[src/rtl/bram_dwc_seq_if.sv]
// -----------------------------------------------------------------------------
// bram_dwc_seq_if
// Bus bundle for the sequential BRAM data width converter. It carries both the
// wide master-side request/response channel and the narrow BRAM slave port.
//
// Modports:
//   slave  : the converter itself (answers the wide master and drives the
//            narrow BRAM port)
//   master : the surrounding environment (wide master plus the BRAM macro)
//
// Signals:
//   MstReq_S/MstGnt_S        request handshake, accept on MstReq_S & MstGnt_S
//   MstAddr_S                master byte address
//   MstWe_S                  1 = write, 0 = read
//   MstBe_S/MstWr_D          master byte enables / write data
//   MstRVal_S/MstRd_D        one-cycle read response pulse / response data
//   SlvEn_S/SlvAddr_S        slave enable / slave byte address
//   SlvWrEn_S/SlvWr_D        slave byte write enables / write data
//   SlvRd_D                  slave read data
// -----------------------------------------------------------------------------
interface bram_dwc_seq_if #(
    parameter int ADDR_BITW     = 32,
    parameter int MST_DATA_BITW = 128,
    parameter int SLV_DATA_BITW = 32
);
    logic                         MstReq_S;
    logic                         MstGnt_S;
    logic [ADDR_BITW-1:0]         MstAddr_S;
    logic                         MstWe_S;
    logic [MST_DATA_BITW/8-1:0]   MstBe_S;
    logic [MST_DATA_BITW-1:0]     MstWr_D;
    logic                         MstRVal_S;
    logic [MST_DATA_BITW-1:0]     MstRd_D;
    logic                         SlvEn_S;
    logic [ADDR_BITW-1:0]         SlvAddr_S;
    logic [SLV_DATA_BITW/8-1:0]   SlvWrEn_S;
    logic [SLV_DATA_BITW-1:0]     SlvWr_D;
    logic [SLV_DATA_BITW-1:0]     SlvRd_D;

    modport slave (
        input  MstReq_S, MstAddr_S, MstWe_S, MstBe_S, MstWr_D, SlvRd_D,
        output MstGnt_S, MstRVal_S, MstRd_D, SlvEn_S, SlvAddr_S, SlvWrEn_S, SlvWr_D
    );

    modport master (
        output MstReq_S, MstAddr_S, MstWe_S, MstBe_S, MstWr_D, SlvRd_D,
        input  MstGnt_S, MstRVal_S, MstRd_D, SlvEn_S, SlvAddr_S, SlvWrEn_S, SlvWr_D
    );
endinterface

[src/rtl/bram_dwc_seq.sv]
// -----------------------------------------------------------------------------
// bram_dwc_seq
// Sequential BRAM data width converter: a wide master access is split into
// RATIO = MST_DATA_BITW / SLV_DATA_BITW back-to-back narrow slave beats.
// Write beats with an all-zero byte-enable slice keep their cycle but do not
// enable the slave. Read beats are collected into one wide response word.
//
// Ports:
//   Clk_C   clock, rising edge
//   Rst_R   synchronous active-high reset
//   dwcBus  bram_dwc_seq_if.slave bundle (master channel + BRAM slave port)
//
// Timing: accept at T -> beats T+1..T+RATIO. Writes re-grant at T+RATIO+1,
// reads deliver MstRVal_S at T+RATIO+RD_LAT+1.
// -----------------------------------------------------------------------------
module bram_dwc_seq #(
    parameter int ADDR_BITW     = 32,
    parameter int MST_DATA_BITW = 128,
    parameter int SLV_DATA_BITW = 32,
    parameter int RD_LAT        = 1
) (
    input  logic              Clk_C,
    input  logic              Rst_R,
    bram_dwc_seq_if.slave     dwcBus
);

    // Width is a power-of-two number of whole bytes
    function automatic bit isPow2Bytes(input int bitw);
        return (bitw >= 8) && ((bitw % 8) == 0) && ((((bitw / 8) & ((bitw / 8) - 1))) == 0);
    endfunction

    localparam int RATIO         = MST_DATA_BITW / SLV_DATA_BITW;
    localparam int SLV_BYTEW     = SLV_DATA_BITW / 8;
    localparam int MST_BYTEW     = MST_DATA_BITW / 8;
    localparam int SLV_BYTE_OFFS = $clog2(SLV_BYTEW);
    localparam int CNT_BITW      = (RATIO > 1) ? $clog2(RATIO) : 1;

    localparam logic [CNT_BITW-1:0]  CNT_ZERO   = {CNT_BITW{1'b0}};
    localparam logic [CNT_BITW-1:0]  CNT_ONE    = CNT_BITW'(1);
    localparam logic [CNT_BITW-1:0]  LAST_BEAT  = CNT_BITW'(RATIO - 1);
    // Clears the byte offset inside one wide word so beats start aligned
    localparam logic [ADDR_BITW-1:0] ALIGN_MASK = ~(ADDR_BITW'(MST_BYTEW - 1));

    // Elaboration-time parameter legality
    if ((MST_DATA_BITW % SLV_DATA_BITW) != 0) begin : g_badRatio
        $fatal(1, "bram_dwc_seq: MST_DATA_BITW must be a multiple of SLV_DATA_BITW");
    end
    if (!isPow2Bytes(MST_DATA_BITW) || !isPow2Bytes(SLV_DATA_BITW)) begin : g_badWidth
        $fatal(1, "bram_dwc_seq: data widths must be a power-of-two number of bytes");
    end
    if ((RD_LAT != 1) && (RD_LAT != 2)) begin : g_badLat
        $fatal(1, "bram_dwc_seq: RD_LAT must be 1 or 2");
    end

    typedef enum logic [2:0] {
        IDLE  = 3'd0,
        WR    = 3'd1,
        RD    = 3'd2,
        DRAIN = 3'd3,
        RESP  = 3'd4
    } state_t;

    state_t                     state_r;
    state_t                     stateNext_s;
    logic [CNT_BITW-1:0]        beatCnt_r;
    logic [CNT_BITW-1:0]        beatCntNext_s;
    logic [CNT_BITW-1:0]        capCnt_r;
    logic [ADDR_BITW-1:0]       baseAddr_r;
    logic [MST_BYTEW-1:0]       be_r;
    logic [MST_DATA_BITW-1:0]   wrData_r;
    logic [MST_DATA_BITW-1:0]   rdData_r;
    logic [MST_DATA_BITW-1:0]   rdDataNext_s;
    logic [MST_DATA_BITW-1:0]   mstRd_r;
    logic                       mstRVal_r;
    // Bit i set: a read beat was issued i+1 cycles ago
    logic [RD_LAT-1:0]          issuePipe_r;

    logic                       mstGnt_s;
    logic                       accept_s;
    logic                       issueNow_s;
    logic                       capFire_s;
    logic                       capLast_s;
    logic [SLV_BYTEW-1:0]       beSlice_s;
    logic [SLV_DATA_BITW-1:0]   dataSlice_s;
    logic [ADDR_BITW-1:0]       beatAddr_s;

    logic                       slvEn_s;
    logic [ADDR_BITW-1:0]       slvAddr_s;
    logic [SLV_BYTEW-1:0]       slvWrEn_s;
    logic [SLV_DATA_BITW-1:0]   slvWr_s;

    assign mstGnt_s    = (state_r == IDLE) && !Rst_R;
    assign accept_s    = dwcBus.MstReq_S && mstGnt_s;
    assign issueNow_s  = (state_r == RD);
    assign capFire_s   = issuePipe_r[RD_LAT-1];
    assign capLast_s   = capFire_s && (capCnt_r == LAST_BEAT);

    // Beat slices and address come only from latched request and beat counter
    assign beSlice_s   = be_r[beatCnt_r * SLV_BYTEW +: SLV_BYTEW];
    assign dataSlice_s = wrData_r[beatCnt_r * SLV_DATA_BITW +: SLV_DATA_BITW];
    assign beatAddr_s  = baseAddr_r + (ADDR_BITW'(beatCnt_r) << SLV_BYTE_OFFS);

    // Next-state and beat counter logic
    always_comb begin
        stateNext_s   = state_r;
        beatCntNext_s = beatCnt_r;
        case (state_r)
            IDLE: begin
                beatCntNext_s = CNT_ZERO;
                if (accept_s) begin
                    if (dwcBus.MstWe_S) begin
                        stateNext_s = WR;
                    end else begin
                        stateNext_s = RD;
                    end
                end else begin
                    stateNext_s = IDLE;
                end
            end
            WR: begin
                if (beatCnt_r == LAST_BEAT) begin
                    stateNext_s   = IDLE;
                    beatCntNext_s = CNT_ZERO;
                end else begin
                    beatCntNext_s = beatCnt_r + CNT_ONE;
                end
            end
            RD: begin
                if (beatCnt_r == LAST_BEAT) begin
                    stateNext_s   = DRAIN;
                    beatCntNext_s = CNT_ZERO;
                end else begin
                    beatCntNext_s = beatCnt_r + CNT_ONE;
                end
            end
            DRAIN: begin
                if (capLast_s) begin
                    stateNext_s = RESP;
                end else begin
                    stateNext_s = DRAIN;
                end
            end
            RESP: begin
                stateNext_s = IDLE;
            end
            default: begin
                stateNext_s   = IDLE;
                beatCntNext_s = CNT_ZERO;
            end
        endcase
    end

    // Slave port drive; idle and drain states leave the port quiet
    always_comb begin
        slvEn_s   = 1'b0;
        slvAddr_s = {ADDR_BITW{1'b0}};
        slvWrEn_s = {SLV_BYTEW{1'b0}};
        slvWr_s   = {SLV_DATA_BITW{1'b0}};
        case (state_r)
            WR: begin
                slvEn_s   = |beSlice_s;
                slvAddr_s = beatAddr_s;
                slvWrEn_s = beSlice_s;
                slvWr_s   = dataSlice_s;
            end
            RD: begin
                slvEn_s   = 1'b1;
                slvAddr_s = beatAddr_s;
            end
            default: begin
                slvEn_s   = 1'b0;
                slvAddr_s = {ADDR_BITW{1'b0}};
            end
        endcase
    end

    // Response word with the slice currently on SlvRd_D merged in
    always_comb begin
        rdDataNext_s = rdData_r;
        rdDataNext_s[capCnt_r * SLV_DATA_BITW +: SLV_DATA_BITW] = dwcBus.SlvRd_D;
    end

    // State register and beat counter
    always_ff @(posedge Clk_C) begin
        if (Rst_R) begin
            state_r   <= IDLE;
            beatCnt_r <= CNT_ZERO;
        end else begin
            state_r   <= stateNext_s;
            beatCnt_r <= beatCntNext_s;
        end
    end

    // Request latch, loaded only in the accept cycle
    always_ff @(posedge Clk_C) begin
        if (Rst_R) begin
            baseAddr_r <= {ADDR_BITW{1'b0}};
            be_r       <= {MST_BYTEW{1'b0}};
            wrData_r   <= {MST_DATA_BITW{1'b0}};
        end else if (accept_s) begin
            baseAddr_r <= dwcBus.MstAddr_S & ALIGN_MASK;
            be_r       <= dwcBus.MstBe_S;
            wrData_r   <= dwcBus.MstWr_D;
        end
    end

    // Read capture: slice k is taken exactly RD_LAT cycles after beat k
    always_ff @(posedge Clk_C) begin
        if (Rst_R) begin
            issuePipe_r <= {RD_LAT{1'b0}};
            capCnt_r    <= CNT_ZERO;
            rdData_r    <= {MST_DATA_BITW{1'b0}};
            mstRd_r     <= {MST_DATA_BITW{1'b0}};
            mstRVal_r   <= 1'b0;
        end else begin
            issuePipe_r <= RD_LAT'({issuePipe_r, issueNow_s});
            mstRVal_r   <= capLast_s;
            if (capFire_s) begin
                rdData_r <= rdDataNext_s;
                if (capLast_s) begin
                    capCnt_r <= CNT_ZERO;
                    mstRd_r  <= rdDataNext_s;
                end else begin
                    capCnt_r <= capCnt_r + CNT_ONE;
                end
            end
        end
    end

    assign dwcBus.MstGnt_S  = mstGnt_s;
    assign dwcBus.MstRVal_S = mstRVal_r;
    assign dwcBus.MstRd_D   = mstRd_r;
    assign dwcBus.SlvEn_S   = slvEn_s;
    assign dwcBus.SlvAddr_S = slvAddr_s;
    assign dwcBus.SlvWrEn_S = slvWrEn_s;
    assign dwcBus.SlvWr_D   = slvWr_s;

endmodule

[src/flat_wrapper.sv]
// flat-port wrapper written by rule: the top's interface ports become plain ports
module bram_dwc_seq_flat 
#(
    parameter int ADDR_BITW     = 32,
    parameter int MST_DATA_BITW = 128,
    parameter int SLV_DATA_BITW = 32,
    parameter int RD_LAT        = 1
)
  (Clk_C, Rst_R, dwcBus_MstReq_S, dwcBus_MstAddr_S, dwcBus_MstWe_S, dwcBus_MstBe_S, dwcBus_MstWr_D, dwcBus_SlvRd_D, dwcBus_MstGnt_S, dwcBus_MstRVal_S, dwcBus_MstRd_D, dwcBus_SlvEn_S, dwcBus_SlvAddr_S, dwcBus_SlvWrEn_S, dwcBus_SlvWr_D);
  bram_dwc_seq_if #(.ADDR_BITW(ADDR_BITW), .MST_DATA_BITW(MST_DATA_BITW), .SLV_DATA_BITW(SLV_DATA_BITW)) dwcBus_i ();
  input  logic Clk_C;
  input  logic Rst_R;
  input wire logic [$bits(dwcBus_i.MstReq_S)-1:0] dwcBus_MstReq_S;
  input wire logic [$bits(dwcBus_i.MstAddr_S)-1:0] dwcBus_MstAddr_S;
  input wire logic [$bits(dwcBus_i.MstWe_S)-1:0] dwcBus_MstWe_S;
  input wire logic [$bits(dwcBus_i.MstBe_S)-1:0] dwcBus_MstBe_S;
  input wire logic [$bits(dwcBus_i.MstWr_D)-1:0] dwcBus_MstWr_D;
  input wire logic [$bits(dwcBus_i.SlvRd_D)-1:0] dwcBus_SlvRd_D;
  output wire logic [$bits(dwcBus_i.MstGnt_S)-1:0] dwcBus_MstGnt_S;
  output wire logic [$bits(dwcBus_i.MstRVal_S)-1:0] dwcBus_MstRVal_S;
  output wire logic [$bits(dwcBus_i.MstRd_D)-1:0] dwcBus_MstRd_D;
  output wire logic [$bits(dwcBus_i.SlvEn_S)-1:0] dwcBus_SlvEn_S;
  output wire logic [$bits(dwcBus_i.SlvAddr_S)-1:0] dwcBus_SlvAddr_S;
  output wire logic [$bits(dwcBus_i.SlvWrEn_S)-1:0] dwcBus_SlvWrEn_S;
  output wire logic [$bits(dwcBus_i.SlvWr_D)-1:0] dwcBus_SlvWr_D;
  assign dwcBus_i.MstReq_S = dwcBus_MstReq_S;
  assign dwcBus_i.MstAddr_S = dwcBus_MstAddr_S;
  assign dwcBus_i.MstWe_S = dwcBus_MstWe_S;
  assign dwcBus_i.MstBe_S = dwcBus_MstBe_S;
  assign dwcBus_i.MstWr_D = dwcBus_MstWr_D;
  assign dwcBus_i.SlvRd_D = dwcBus_SlvRd_D;
  assign dwcBus_MstGnt_S = dwcBus_i.MstGnt_S;
  assign dwcBus_MstRVal_S = dwcBus_i.MstRVal_S;
  assign dwcBus_MstRd_D = dwcBus_i.MstRd_D;
  assign dwcBus_SlvEn_S = dwcBus_i.SlvEn_S;
  assign dwcBus_SlvAddr_S = dwcBus_i.SlvAddr_S;
  assign dwcBus_SlvWrEn_S = dwcBus_i.SlvWrEn_S;
  assign dwcBus_SlvWr_D = dwcBus_i.SlvWr_D;
  bram_dwc_seq #(.ADDR_BITW(ADDR_BITW), .MST_DATA_BITW(MST_DATA_BITW), .SLV_DATA_BITW(SLV_DATA_BITW), .RD_LAT(RD_LAT)) u_core (.Clk_C(Clk_C), .Rst_R(Rst_R), .dwcBus(dwcBus_i));
endmodule
[config.mk]
export PLATFORM = sky130hd
export DESIGN_NAME = bram_dwc_seq_flat
export DESIGN_NICKNAME = d
export VERILOG_FILES = /design/src/rtl/bram_dwc_seq_if.sv /design/src/rtl/bram_dwc_seq.sv /design/src/flat_wrapper.sv
export SDC_FILE = /design/constraint.sdc
export NUM_CORES = 1
export LEC_CHECK = 0
export BUFFER_PORTS_ARGS = -buffer_cell sky130_fd_sc_hd__buf_2
export CAP_MARGIN = 20
export CORE_UTILIZATION = 45
export DETAILED_ROUTE_END_ITERATION = 16
export PLACE_DENSITY_LB_ADDON = 0.08
export SLEW_MARGIN = 20
export SYNTH_ARGS = -nofsm -noshare
export SYNTH_HDL_FRONTEND = slang
export SYNTH_SLANG_ARGS = --single-unit
[constraint.sdc]
create_clock -name Clk_C -period 3.2 [get_ports Clk_C]
set_input_delay 0.16 -clock Clk_C [delete_from_list [all_inputs] [get_ports Clk_C]]
set_output_delay 0.16 -clock Clk_C [all_outputs]
set_load 0.005 [all_outputs]
# == Yosys cells after proc, flatten, opt, wreduce, memory -nomap -nowiden ==
# Index checks and enable logic that the tools add are counted.
# word_totals
out_inout_bits,199
input_bits,212
wordCells,50
register_bits,437
# classes
n_eq_ne,8
n_addsub,4
muxes,14
n_reduce_logical,10
shift,4
# ops
operator,n
$bwmux W128,1
$shift A32 B34 Y128 const A,1
$shiftx A128 B8 Y32,1
$shiftx A32 B34 Y128,1
$mux W32,2
$neg A7 Y34,1
$add A32 B4 Y32,1
$shiftx A16 B5 Y4,1
$pmux W3 S4,1
$mux W3,3
$mux W2,4
$eq A3 B2 Y1 const B,2
$add A2 B1 Y2 const B,2
$eq A2 B2 Y1 const B,2
$mux W4,1
$pmux W2 S2,1
$reduce_and A2 Y1,2
$reduce_or A2 Y1,2
$reduce_or A4 Y1,1
$eq A3 B1 Y1 const B,1
$eq A3 B3 Y1 const B,1
$logic_and A1 B1 Y1,3
$logic_not A3 Y1,1
$ne A2 B1 Y1 const B,1
other kinds (3),3

# == Depth between registers and ports, before layout ==
# Gate-level depths: netlist (run 1).
# logic_depth
ltp_word,5
mapped_depth,8
mapped_depth_nobuf,5

# == Worst setup path before layout (run 1) ==
# Ideal clock, no wire load.
# synth_path
path_type,flip-flop to flip-flop
from,register u_core.capCnt_r[0]
to,register u_core.mstRd_r[34] (netlist: u_core.dwcBus.MstRd_D[34])
stages_incl_launch_ff,9
slack_ns,1.281
path_buffers,3
synth_period_minus_slack_ns,1.919
setup_time_ns,0.078
required_time_ns,3.122
arrival_time_ns,1.841
path_cell_list,dfxtp_1 buf_2 inv_1 ha_1 and4b_1 clkbuf_1 clkbuf_1 a221oi_1 nor3_1
# synth_via
elab_chain_cells,3
elab_cells_between_ends,7
cone_classes,add/sub (1); eq/ne (1); shift (2); mux (1); reduce/logical (2)
# synth_rtl
item,line,source
start: declaration,bram_dwc_seq.sv:67,logic [CNT_BITW-1:0] capCnt_r;
start signal: assignment,bram_dwc_seq.sv:224,capCnt_r <= capCnt_r + CNT_ONE;
$neg A7 Y34 or $eq A2 B2 Y1 (tied branches),"bram_dwc_seq.sv:180, bram_dwc_seq.sv:96",
"$shiftx A32 B34 Y128, or another cell as far along",bram_dwc_seq.sv:180,rdDataNext_s[capCnt_r * SLV_DATA_BITW +: SLV_DATA_BITW] = dwcBus.SlvRd_D;
$bwmux W128 or $reduce_and A2 Y1 (tied branches),-,
end signal: assignment,bram_dwc_seq.sv:213,mstRd_r <= {MST_DATA_BITW{1'b0}};
end signal: assignment,bram_dwc_seq.sv:222,mstRd_r <= rdDataNext_s;
end: declaration,bram_dwc_seq.sv:73,logic [MST_DATA_BITW-1:0] mstRd_r;
# Several ways; a longest one is shown, not always the timed one.
# A chain may end at the register's enable or synchronous reset.

# == Worst setup path in the final report (run 1) ==
# layout_path
from,register u_core.state_r[2]
to,register u_core.wrData_r[5]
# layout_via
elab_chain_cells,3
# layout_rtl
item,line,source
start: declaration,bram_dwc_seq.sv:63,state_t state_r;
start signal: assignment,bram_dwc_seq.sv:189,state_r <= stateNext_s;
$logic_not A3 Y1,bram_dwc_seq.sv:92,assign mstGnt_s = (state_r == IDLE) && !Rst_R;
$logic_and A1 B1 Y1,bram_dwc_seq.sv:92,
$logic_and A1 B1 Y1,bram_dwc_seq.sv:93,assign accept_s = dwcBus.MstReq_S && mstGnt_s;
end signal: assignment,bram_dwc_seq.sv:199,wrData_r <= {MST_DATA_BITW{1'b0}};
end signal: assignment,bram_dwc_seq.sv:203,wrData_r <= dwcBus.MstWr_D;
end: declaration,bram_dwc_seq.sv:70,logic [MST_DATA_BITW-1:0] wrData_r;
# Every way passes these cells.

==> impl_metrics.py, run 1 <==
metrics = {
    "timing": {
        "timing.final.crit_period_ns": 2.932,
        "timing.final.hold_violations": 0,
        "grt_setup_unrepaired": "false",
        "clock-skew-final_ns": 0.01209,
        "finalMaxSlewViolations": 0,
        "finalSetupViolCount": 0,
        "timing.max_slew.rel_slack_pct": 33.95,
        "worstMarginPinSlew_ns": 0.9907,
        "setup_total_negative_slack_ns": 0,
        "worst_hold_slack_ns": 0.1769,
        "crit_path_setup_slack_layout_ns": 0.2680,
        "layout_worst_path_cycle_share_pct": 91.63,
        "maxClockFrequency_mhz": 341.1,
    },
    "global_routing": {
        "number_of_global_route_vias_before_repair": 16520,
        "initial_antenna_violation_count": 8,
        "grt_pass1_wl_um": 87110,
        "grt_start_max_net_pins": 190,
        "globalRouteTotalUtil_pct": 27.84,
        "grt.overflow.total": 0,
    },
    "critical_path": {
        "data_required_time_of_the_worst_path_ns": 3.72,
        "timing.critical_path.slowest_stage_cell": "sky130_fd_sc_hd__or4_4",
        "ff2ff_path_depth": 6,
        "critical_path.top_delay_family": "buffers and inverters",
        "worst-endpoint-arrival_ns": 3.45,
        "critical_path.max_fanout": 70,
        "worstPathCellList": "or4_4 > inv_4 > buf_12 > nand3_1 > a21oi_1 > dlygate4sd3_1",
        "worst_setup_path_end_kind": "register",
        "worst_path_largest_cell_delay_ns": 0.79,
        "critical_path_cell_count": 6,
        "cp-start-kind": "register",
        "timing.setup.critical_path_class": "reg2reg",
        "sum_of_buffers_and_inverters_on_the_critical_path": 3,
    },
    "power_and_ir_drop": {
        "seq_power_share_pct": 45.4,
        "power_density_nw_per_um2": 506.8,
        "total_leakage_power_uw": 0.008895,
        "total_switching_power_uw": 2914,
        "power.share.switching_pct": 25.20,
        "vdd.ir_drop.worst_v": 0.0004400,
        "combPwrFrac_pct": 10.8,
        "clkPwrFrac_pct": 43.8,
        "internal_power_uw": 8647,
    },
    "cells_and_area": {
        "fin_nets": 2714,
        "final_cell_mix": "sky130_fd_sc_hd__dfxtp_1 (403), sky130_fd_sc_hd__buf_2 (402), sky130_fd_sc_hd__a21oi_1 (303)",
        "area_growth_pct": 35.14,
        "mostFrequentLayoutCell": "sky130_fd_sc_hd__dfxtp_1",
        "final.fill_count": 3233,
        "finish.utilization_pct": 62.01,
        "post_route_cells_drive_above_1_share_pct": 21.99,
    },
    "place": {
        "place.port_buffers": 404,
        "dp.final_hpwl_um": 33010,
        "place_congestion": 0.7832,
        "detailedPlace.worstSlack_ns": 0.6605,
    },
    "floorplan": {
        "core_area_um2": 36790,
        "num_io_pins": 411,
        "fp-row-count": 70,
        "die_boundary_height_um": 195.7,
        "floorplan.initialDensity_pct": 45.89,
        "die_w_um": 195.7,
        "fp.dieArea_um2": 38290,
    },
    "clock_network": {
        "worst_skew_pair.late_latency_ns": 0.57,
        "clkSlewWorstSetupHoldPaths_ns": 0.06,
        "cts_inserted_buffers": 44,
        "clock_sink_count": 405,
        "cts.htree.levels": 2,
        "tritoncts": "done",
        "post_cts_sizing": 0,
        "clk_root_buffer_cell": "sky130_fd_sc_hd__clkbuf_16",
        "clockBufferDepth": 3,
    },
    "yosys": {
        "synth.ff_latch_count": 405,
        "synth_top_cells_by_area": "sky130_fd_sc_hd__dfxtp_1 (48%), sky130_fd_sc_hd__a21oi_1 (9.0%), sky130_fd_sc_hd__nand3_1 (8.9%), sky130_fd_sc_hd__a221oi_1 (5.0%), sky130_fd_sc_hd__mux4_2 (4.8%)",
        "synth-async-reset-ratio_pct": 0,
        "avgSynthCellArea_um2": 8.504,
        "postSynth.topFlopCell": "sky130_fd_sc_hd__dfxtp_1",
        "yosysSeqAreaShare_pct": 48.03,
        "synth_cells": 1985,
        "post-synth-top-area-fraction_pct": 48.03,
        "synth.lib_cells_used.distinct": 38,
        "cell_taking_the_most_area_after_synthesis": "sky130_fd_sc_hd__dfxtp_1",
        "post_synth_edffs": 0,
        "synth_area_um2": 16880,
        "synth.yosys.warnings": 0,
    },
    "drt": {
        "drtIter0Drc": 1109,
        "remaining_antenna_violation_count_after_routing": 0,
        "wirelength_um": 54930,
        "avgViaCountPerCell": 5.658,
        "route.vias.total": 16980,
        "routed_wire_length_per_instance_um": 18.30,
        "drc": 0,
        "dr.pass1.iters": 5,
    },
    "run_status": {
        "status": "completed",
    },
    "min_path": {
        "hold_depth": 4,
        "min-delay-path-class": "in2reg",
    },
    "run": {
        "max_cap_violations": 0,
    },
}
-- cell usage after synthesis (2+ instances only) --
| master | n |
|---|---|
| sky130_fd_sc_hd__buf_6 | 26 |
| sky130_fd_sc_hd__mux4_2 | 36 |
| sky130_fd_sc_hd__nor3_1 | 97 |
| sky130_fd_sc_hd__a221oi_1 | 96 |
| sky130_fd_sc_hd__nor2b_1 | 38 |
| sky130_fd_sc_hd__and2_1 | 34 |
| sky130_fd_sc_hd__nand3_1 | 301 |
| sky130_fd_sc_hd__a32oi_1 | 2 |
| sky130_fd_sc_hd__nor2_1 | 102 |
| sky130_fd_sc_hd__buf_4 | 3 |
| sky130_fd_sc_hd__dfxtp_1 | 405 |
| sky130_fd_sc_hd__nand2b_1 | 2 |
| sky130_fd_sc_hd__o21ai_1 | 80 |
| sky130_fd_sc_hd__nor3b_1 | 2 |
| sky130_fd_sc_hd__a21oi_1 | 303 |
| sky130_fd_sc_hd__ha_1 | 6 |
| sky130_fd_sc_hd__nand2_1 | 134 |
| sky130_fd_sc_hd__nor4bb_1 | 2 |
| sky130_fd_sc_hd__nor3b_2 | 2 |
| sky130_fd_sc_hd__inv_1 | 7 |
| sky130_fd_sc_hd__o21ai_0 | 94 |
| sky130_fd_sc_hd__and3b_1 | 2 |
| sky130_fd_sc_hd__clkbuf_1 | 152 |
| sky130_fd_sc_hd__buf_1 | 23 |
| sky130_fd_sc_hd__buf_2 | 21 |
| sky130_fd_sc_hd__inv_2 | 2 |
| sky130_fd_sc_hd__o22ai_1 | 2 |
-- worst paths after layout --
check | startpoint | endpoint | slack (ns)
max | u_core.state_r[2]$_SDFFE_PP0P_ | u_core.wrData_r[5]$_SDFFE_PP0P_ | 0.27
min | dwcBus_MstReq_S | u_core.be_r[7]$_SDFFE_PP0P_ | 0.18
max reg2reg | u_core.state_r[2]$_SDFFE_PP0P_ | u_core.wrData_r[5]$_SDFFE_PP0P_ | 0.27
min reg2reg | u_core.rdData_r[95]$_SDFFE_PP0P_ | u_core.rdData_r[95]$_SDFFE_PP0P_ | 0.45
-- power by group through the flow --
stage	sequential, uW	clock, uW	combinational, uW
floorplan	5320	0	687
global placement	5350	0	978
detailed placement	5350	0	988
CTS	5240	5150	1230
global route	5260	5360	1360
finish	5250	5060	1250
-- area by class of cell --
type	count	area, um^2	area share (%)
clock inverters	15	161.4	0.7075
multi-input cells	1346	7711	33.80
diodes	6	15.01	0.06582
repair buffers	690	4927	21.60
well taps	468	585.6	2.567
clock buffers	63	1262	5.534
flip-flops and latches	405	8110	35.55
inverters	9	38.79	0.1700
-- through the flow --
stage | power (uW) | instances | cell area, um^2
finish | 11560 | 3002 | 22810
CTS | 11630 | 2996 | 22790
global route | 11980 | 3001 | 22810
global placement | 6326 | 2665 | 18840
floorplan | 6010 | 1986 | 16880
detailed placement | 6343 | 2665 | 18840
-- worst min-delay path, delay by kind of cell --
family                 cells  cell delay, ns
AO/OA/AOI/OAI              2            0.26
buffers and inverters      2            0.27
-- cell families (layout without fill, tap and decap cells) --
group	after synthesis	after routing	share of synthesized area, %
simple gates	720	720	20.45
compound gates	581	581	19.52
flops	405	405	48.03
buf+inv	235	777	6.671
mux	37	37	4.863
fa+ha+maj	6	6	0.4447
other cells	1	8	0.02222
-- sequential cells by signal, summed over array words and instances (netlist names), 2 cells and up --
signal and cells:
u_core.dwcBus.MstRd_D 128, u_core.baseAddr_r 28, u_core.beatCnt_r 2, u_core.capCnt_r 2, u_core.state_r 3, u_core.be_r 16, u_core.rdData_r 96, u_core.wrData_r 128
-- routing by layer --
layer / vias to the layer above / wire, um / track usage, % / share of wire, %
met3: 101 / 3332 / 5.604 / 6.1
met1: 8153 / 23580 / 36.06 / 43
met4: 4 / 1595 / 10.36 / 2.9
met2: 575 / 26400 / 45.93 / 48
li1: 8151 / - / - / -
met5: - / 21 / 0 / 0.038
-- what timing repair did --
item | in CTS | in global routing
buffers inserted | 0 | 0
hold buffers | 253 | 0
endpoints found under the hold margin | 334 | 0
setup endpoints to repair | 0 | 0
Power figures use the tool's default switching activity.
==> run 2: changes to the inputs <==
- GPL_TIMING_DRIVEN: not set -> 0
==> run 2 against run 1 <==
  * Cell area up 0.58%
  * Clock-buffer cell count rose by 7
  * Hold slack better by 0.042 ns
  * Maximum frequency rose by 5.8%
  * Worst setup slack improved by 0.16 ns
  * Non-clock buffer count increased by 144
  * Sequential cell count unchanged
  * Largest cell class unchanged
==> impl_metrics.py, run 2 (same netlist as run 1, synthesis figures left out) <==
metrics = {
    "floorplan": {
        "fp-row-count": 70,
        "fp.dieArea_um2": 38290,
        "die_w_um": 195.7,
        "num_io_pins": 411,
        "floorplan.initialDensity_pct": 45.89,
        "die_boundary_height_um": 195.7,
        "core_area_um2": 36790,
    },
    "critical_path": {
        "cp-start-kind": "register",
        "critical_path.max_fanout": 10,
        "worst-endpoint-arrival_ns": 2.61,
        "critical_path.top_delay_family": "multiplexers",
        "path_common_cell": "sky130_fd_sc_hd__buf_2",
        "sum_of_buffers_and_inverters_on_the_critical_path": 2,
        "critical_path_cell_count": 5,
        "reg2reg_setup_slack_ns": 0.50,
        "timing.rr.start": "u_core.capCnt_r[0]$_SDFFE_PP0P_",
        "timing.setup.critical_path_class": "reg2out",
        "worst_setup_path_end_kind": "output port",
        "endpoint_of_the_worst_slack_reg_to_reg_timing_path": "u_core.rdData_r[94]$_SDFFE_PP0P_",
        "worstPathCellList": "buf_2 > mux4_2 > nor4_1 > o22ai_1 > buf_2",
        "data_required_time_of_the_worst_path_ns": 3.04,
        "timing.critical_path.slowest_stage_cell": "sky130_fd_sc_hd__mux4_2",
        "worst_path_largest_cell_delay_ns": 0.58,
        "ff2ff_path_depth": 7,
    },
    "clock_network": {
        "cts_inserted_buffers": 44,
        "clk_root_buffer_cell": "sky130_fd_sc_hd__clkbuf_16",
        "clock_sink_count": 405,
        "post_cts_sizing": 0,
        "tritoncts": "done",
        "worst_skew_pair.late_latency_ns": 0.54,
        "clockBufferDepth": 3,
        "cts.htree.levels": 2,
        "clkSlewWorstSetupHoldPaths_ns": 0.06,
    },
    "power_and_ir_drop": {
        "vdd.ir_drop.worst_v": 0.0003134,
        "seq_power_share_pct": 45.3,
        "combPwrFrac_pct": 11.7,
        "internal_power_uw": 8708,
        "power_density_nw_per_um2": 505.2,
        "power.share.switching_pct": 24.86,
        "total_leakage_power_uw": 0.008802,
        "total_switching_power_uw": 2882,
        "clkPwrFrac_pct": 43.0,
    },
    "timing": {
        "layout_worst_path_cycle_share_pct": 86.59,
        "finalMaxSlewViolations": 0,
        "timing.final.crit_period_ns": 2.771,
        "worstMarginPinSlew_ns": 0.9708,
        "setup_total_negative_slack_ns": 0,
        "clock-skew-final_ns": 0.01209,
        "grt_setup_unrepaired": "false",
        "finalSetupViolCount": 0,
        "maxClockFrequency_mhz": 360.9,
        "timing.final.hold_violations": 0,
        "timing.max_slew.rel_slack_pct": 35.14,
    },
    "drt": {
        "route.vias.total": 17720,
        "drtIter0Drc": 1109,
        "drc": 0,
        "routed_wire_length_per_instance_um": 19.46,
        "wirelength_um": 61060,
        "dr.pass1.iters": 8,
        "avgViaCountPerCell": 5.648,
        "remaining_antenna_violation_count_after_routing": 0,
    },
    "min_path": {
        "whs_endpoint": "u_core.baseAddr_r[12]$_SDFFE_PP0P_",
        "min-delay-path-class": "in2reg",
        "hold_path.startpoint": "dwcBus_MstReq_S",
        "hold_depth": 4,
    },
    "cells_and_area": {
        "final.fill_count": 3271,
        "layout.cells.non_filler": 3137,
        "seq_area_um2": 8108,
        "fin_nets": 2858,
        "area_growth_pct": 35.92,
        "multi_input_area_um2": 7650,
        "mostFrequentLayoutCell": "sky130_fd_sc_hd__buf_2",
        "post_route_cells_drive_above_1_share_pct": 20.91,
        "final_cell_mix": "sky130_fd_sc_hd__buf_2 (424), sky130_fd_sc_hd__dfxtp_1 (405), sky130_fd_sc_hd__a21oi_1 (303)",
    },
    "place": {
        "place.port_buffers": 403,
        "dp.final_hpwl_um": 43850,
        "place_congestion": 0.8873,
        "placedCellCount": 2857,
    },
    "run_status": {
        "status": "completed",
    },
    "global_routing": {
        "globalRouteTotalUtil_pct": 30.96,
        "number_of_global_route_vias_before_repair": 17290,
        "grt_pass1_wl_um": 93690,
        "grt_start_max_net_pins": 13,
        "initial_antenna_violation_count": 2,
        "grt.overflow.total": 0,
    },
    "run": {
        "max_cap_violations": 0,
    },
}
==> run 2: routing by layer <==
metal	GRT usage (%)	vias to the layer above	share of wire, %
met5	0	-	0.021
met4	11.37	2	3.7
met3	4.573	135	6.7
met2	55.30	720	50
met1	37.70	8411	40
li1	-	8451	-
==> run 2: worst register-to-register path, cell delays in order (launching register included) <==
cell	delay [ns]
sky130_fd_sc_hd__dfxtp_1	0.36
sky130_fd_sc_hd__buf_2	0.23
sky130_fd_sc_hd__inv_1	0.12
sky130_fd_sc_hd__ha_1	0.45
sky130_fd_sc_hd__nor3b_1	0.83
sky130_fd_sc_hd__buf_2	0.37
sky130_fd_sc_hd__nand3_1	0.10
sky130_fd_sc_hd__a21oi_1	0.17
==> run 2: worst max path at each step <==
stage / startpoint / end / slack (ns)
5_1_grt: u_core.beatCnt_r[0]$_SDFFE_PP0N_ / dwcBus_SlvEn_S / 0.20
3_5_place_dp: u_core.capCnt_r[0]$_SDFFE_PP0P_ / u_core.rdData_r[81]$_SDFFE_PP0P_ / 0.60
3_3_place_gp: u_core.capCnt_r[0]$_SDFFE_PP0P_ / u_core.rdData_r[88]$_SDFFE_PP0P_ / 0.71
4_1_cts: u_core.beatCnt_r[0]$_SDFFE_PP0N_ / dwcBus_SlvEn_S / 0.40
2_1_floorplan: u_core.capCnt_r[0]$_SDFFE_PP0P_ / u_core.dwcBus.MstRd_D[34]$_SDFFE_PP0P_ / 1.28
6_report: u_core.beatCnt_r[0]$_SDFFE_PP0N_ / dwcBus_SlvEn_S / 0.43
==> run 2: power groups by stage <==
stage | Clock (uW) | Combinational, uW | Sequential (uW)
after floorplan | 0 | 687 | 5320
after global placement | 0 | 1120 | 5350
after detailed placement | 0 | 1130 | 5360
after CTS | 5040 | 1330 | 5250
after global routing | 5220 | 1460 | 5260
final | 4980 | 1360 | 5250
==> run 2: area by class of cell <==
type / instances / area share (%)
inverter: 9 / 0.1472
multi-input combinational: 1346 / 33.34
timing repair buffer: 608 / 17.73
tap: 468 / 2.552
sequential: 405 / 35.34
clock inverter: 4 / 0.2290
clock buffer: 70 / 5.884
buffer: 226 / 4.761
antenna: 1 / 0.01091
==> run 2: metrics by stage <==
stage          power (uW)  hold slack, ns  instance area, um^2  setup slack, ns  utilization [%]
6_report            11590          0.2192                22940           0.4290            62.37
5_1_grt             11950          0.2651                22940           0.2031            62.37
4_1_cts             11620          0.1984                22940           0.4047            62.36
2_1_floorplan        6010          0.3075                16880            1.281                -
3_3_place_gp         6471          0.4149                19490           0.7112            52.97
3_5_place_dp         6491          0.4190                19490           0.6020            52.97
==> run 2: timing repair <==
action | CTS | global route
endpoints found under the setup margin | 0 | 0
buffers inserted | 0 | 0
hold buffers | 205 | 0
hold endpoints to repair | 296 | 0
==> run 3: changes to the inputs <==
- CTS_BUF_LIST: not set -> sky130_fd_sc_hd__clkbuf_2
- SKIP_CTS_REPAIR_TIMING: not set -> 1
==> run 3 against run 2 <==
  * The run now ends with hold timing left
  * Clock-buffer cell count is 83 higher
  * Maximum frequency is 9.2% lower
  * Critical path type unchanged
  * Global-route usage is 0.84 points lower
  * Critical endpoint is now dwcBus_SlvWr_D[14]
  * Critical path depth is 1 higher
  * Hold slack worse by 0.23 ns
  * Final cell count is 13% higher
  * Die area stayed put
==> impl_metrics.py, run 3 (same netlist as run 1, synthesis figures left out) <==
metrics = {
    "power_and_ir_drop": {
        "internal_power_uw": 7321,
        "seq_power_share_pct": 50.2,
        "power.share.switching_pct": 30.13,
        "combPwrFrac_pct": 16.7,
        "total_leakage_power_uw": 0.01024,
        "power_density_nw_per_um2": 411.4,
        "total_switching_power_uw": 3157,
        "clkPwrFrac_pct": 33.2,
        "vdd.ir_drop.worst_v": 0.0002493,
    },
    "global_routing": {
        "grt_start_max_net_pins": 14,
        "globalRouteTotalUtil_pct": 30.11,
        "initial_antenna_violation_count": 2,
        "grt_pass1_wl_um": 89640,
        "grt_use_met3_pct": 7.237,
        "gr-max-usage-layer": "met2",
        "grt_use_met2_pct": 51.31,
        "met1_usage_pct": 36.38,
        "number_of_global_route_vias_before_repair": 16310,
        "grt.overflow.total": 0,
    },
    "place": {
        "post_detailed_placement_cell_area_um2": 19490,
        "placedCellCount": 2857,
        "place_congestion": 0.8873,
        "dp.final_hpwl_um": 43850,
        "place.port_buffers": 403,
    },
    "timing": {
        "timing.final.hold_violations": 1,
        "setup_total_negative_slack_ns": 0,
        "worstMarginPinSlew_ns": 1.022,
        "grt_setup_unrepaired": "false",
        "maxClockFrequency_mhz": 327.6,
        "timing.max_slew.rel_slack_pct": 31.90,
        "worst_hold_slack_ns": -0.009576,
        "clock-skew-final_ns": 0.03933,
        "finalMaxSlewViolations": 0,
        "finalSetupViolCount": 0,
        "layout_worst_path_cycle_share_pct": 95.38,
        "timing.final.crit_period_ns": 3.052,
    },
    "run_status": {
        "violations": "hold timing",
        "status": "complete, but fails checks",
    },
    "drt": {
        "route.vias.total": 20460,
        "avgViaCountPerCell": 5.785,
        "wirelength_um": 73200,
        "routed_wire_length_per_instance_um": 20.69,
        "dr.pass1.iters": 7,
        "drc": 0,
        "remaining_antenna_violation_count_after_routing": 0,
        "drtIter0Drc": 1595,
    },
    "min_path": {
        "hold_depth": 5,
        "hold_path.startpoint": "dwcBus_MstReq_S",
        "min-delay-path-class": "in2reg",
        "whs_endpoint": "u_core.baseAddr_r[15]$_SDFFE_PP0P_",
    },
    "clock_network": {
        "tritoncts": "done",
        "clkSlewWorstSetupHoldPaths_ns": 0.09,
        "clock_sink_count": 405,
        "cts_inserted_buffers": 104,
        "worst_skew_pair.late_latency_ns": 1.05,
        "clk_root_buffer_cell": "sky130_fd_sc_hd__clkbuf_2",
        "cts.htree.levels": 3,
        "clockBufferDepth": 3,
    },
    "floorplan": {
        "num_io_pins": 411,
        "floorplan.initialDensity_pct": 45.89,
        "fp.dieArea_um2": 38290,
        "die_boundary_height_um": 195.7,
        "fp-row-count": 70,
        "die_w_um": 195.7,
        "core_area_um2": 36790,
    },
    "cells_and_area": {
        "finish.utilization_pct": 69.23,
        "final_design_area_no_fill_um2": 25470,
        "mostFrequentLayoutCell": "sky130_fd_sc_hd__dlygate4sd3_1",
        "layout.cells.non_filler": 3537,
        "final_cell_mix": "sky130_fd_sc_hd__dlygate4sd3_1 (511), sky130_fd_sc_hd__buf_2 (423), sky130_fd_sc_hd__dfxtp_1 (405)",
        "post_route_cells_drive_above_1_share_pct": 21.39,
        "area_growth_pct": 50.88,
        "fin_nets": 3224,
    },
    "critical_path": {
        "critical_path.max_fanout": 10,
        "data_required_time_of_the_worst_path_ns": 3.04,
        "cp-start-kind": "register",
        "timing.rr.start": "u_core.state_r[0]$_SDFFE_PP0P_",
        "reg2reg_setup_slack_ns": 0.35,
        "ff2ff_path_depth": 7,
        "timing.setup.critical_path_class": "reg2out",
        "worst-endpoint-arrival_ns": 2.89,
        "worst_setup_path_end_kind": "output port",
        "endpoint_of_the_worst_slack_reg_to_reg_timing_path": "u_core.baseAddr_r[13]$_SDFFE_PP0P_",
    },
    "run": {
        "max_cap_violations": 0,
    },
}
run 3: cell count changes in the layout (fill, tap and decap cells not counted), sizes merged:
cell,delta
diode,+1
clkinv,+11
inv,-1
clkbuf,+83
dlygate4sd3,+306
run 3: worst max-delay path by stage:
stage	startpoint	to	slack [ns]
detailed placement	u_core.capCnt_r[0]$_SDFFE_PP0P_	u_core.rdData_r[81]$_SDFFE_PP0P_	0.60
floorplan	u_core.capCnt_r[0]$_SDFFE_PP0P_	u_core.dwcBus.MstRd_D[34]$_SDFFE_PP0P_	1.28
finish	u_core.state_r[0]$_SDFFE_PP0P_	dwcBus_SlvWr_D[14]	0.15
global route	u_core.state_r[1]$_SDFFE_PP0P_	dwcBus_SlvWr_D[10]	0.02
global placement	u_core.capCnt_r[0]$_SDFFE_PP0P_	u_core.rdData_r[88]$_SDFFE_PP0P_	0.71
CTS	u_core.beatCnt_r[0]$_SDFFE_PP0N_	dwcBus_SlvEn_S	-0.13
run 3: per-stage QoR:
stage	total power [uW]	worst slack (ns)
2_1_floorplan	6010	1.281
3_3_place_gp	6471	0.7112
3_5_place_dp	6491	0.6020
4_1_cts	9849	-0.1348
5_1_grt	10860	0.02121
6_report	10480	0.1477
run 3: layout make-up:
| cell class | count | area [um^2] |
|---|---|---|
| Inverter | 9 | 33.78 |
| Antenna cell | 2 | 5.005 |
| Buffer | 226 | 1104 |
| Fill cell | 2848 | 11320 |
| Timing Repair Buffer | 914 | 7132 |
| Clock buffer | 153 | 765.7 |
| Tap cell | 468 | 585.6 |
| Multi-Input combinational cell | 1346 | 7656 |
| Sequential cell | 405 | 8108 |
| Clock inverter | 14 | 78.83 |
run 3: power groups by stage:
stage,Combinational [uW],Clock (uW),Sequential (uW)
after floorplan,687,0,5320
after global placement,1120,0,5350
after detailed placement,1130,0,5360
after CTS,1140,3470,5240
after global routing,1840,3760,5260
final,1750,3480,5260
run 3: routing by layer:
metal  vias up  share of wire [%]
met5         -                  0
met4         0                5.4
met2      1292                 49
li1       9234                  -
met1      9615                 37
met3       321                9.0
run 3: critical path: stages (launching register included):
cell                       delay, ns
sky130_fd_sc_hd__dfxtp_1        0.44
sky130_fd_sc_hd__nand2b_1       0.17
sky130_fd_sc_hd__or2_2          0.32
sky130_fd_sc_hd__buf_2          0.21
sky130_fd_sc_hd__clkbuf_2       0.27
sky130_fd_sc_hd__nor2b_1        0.27
sky130_fd_sc_hd__buf_2          0.17
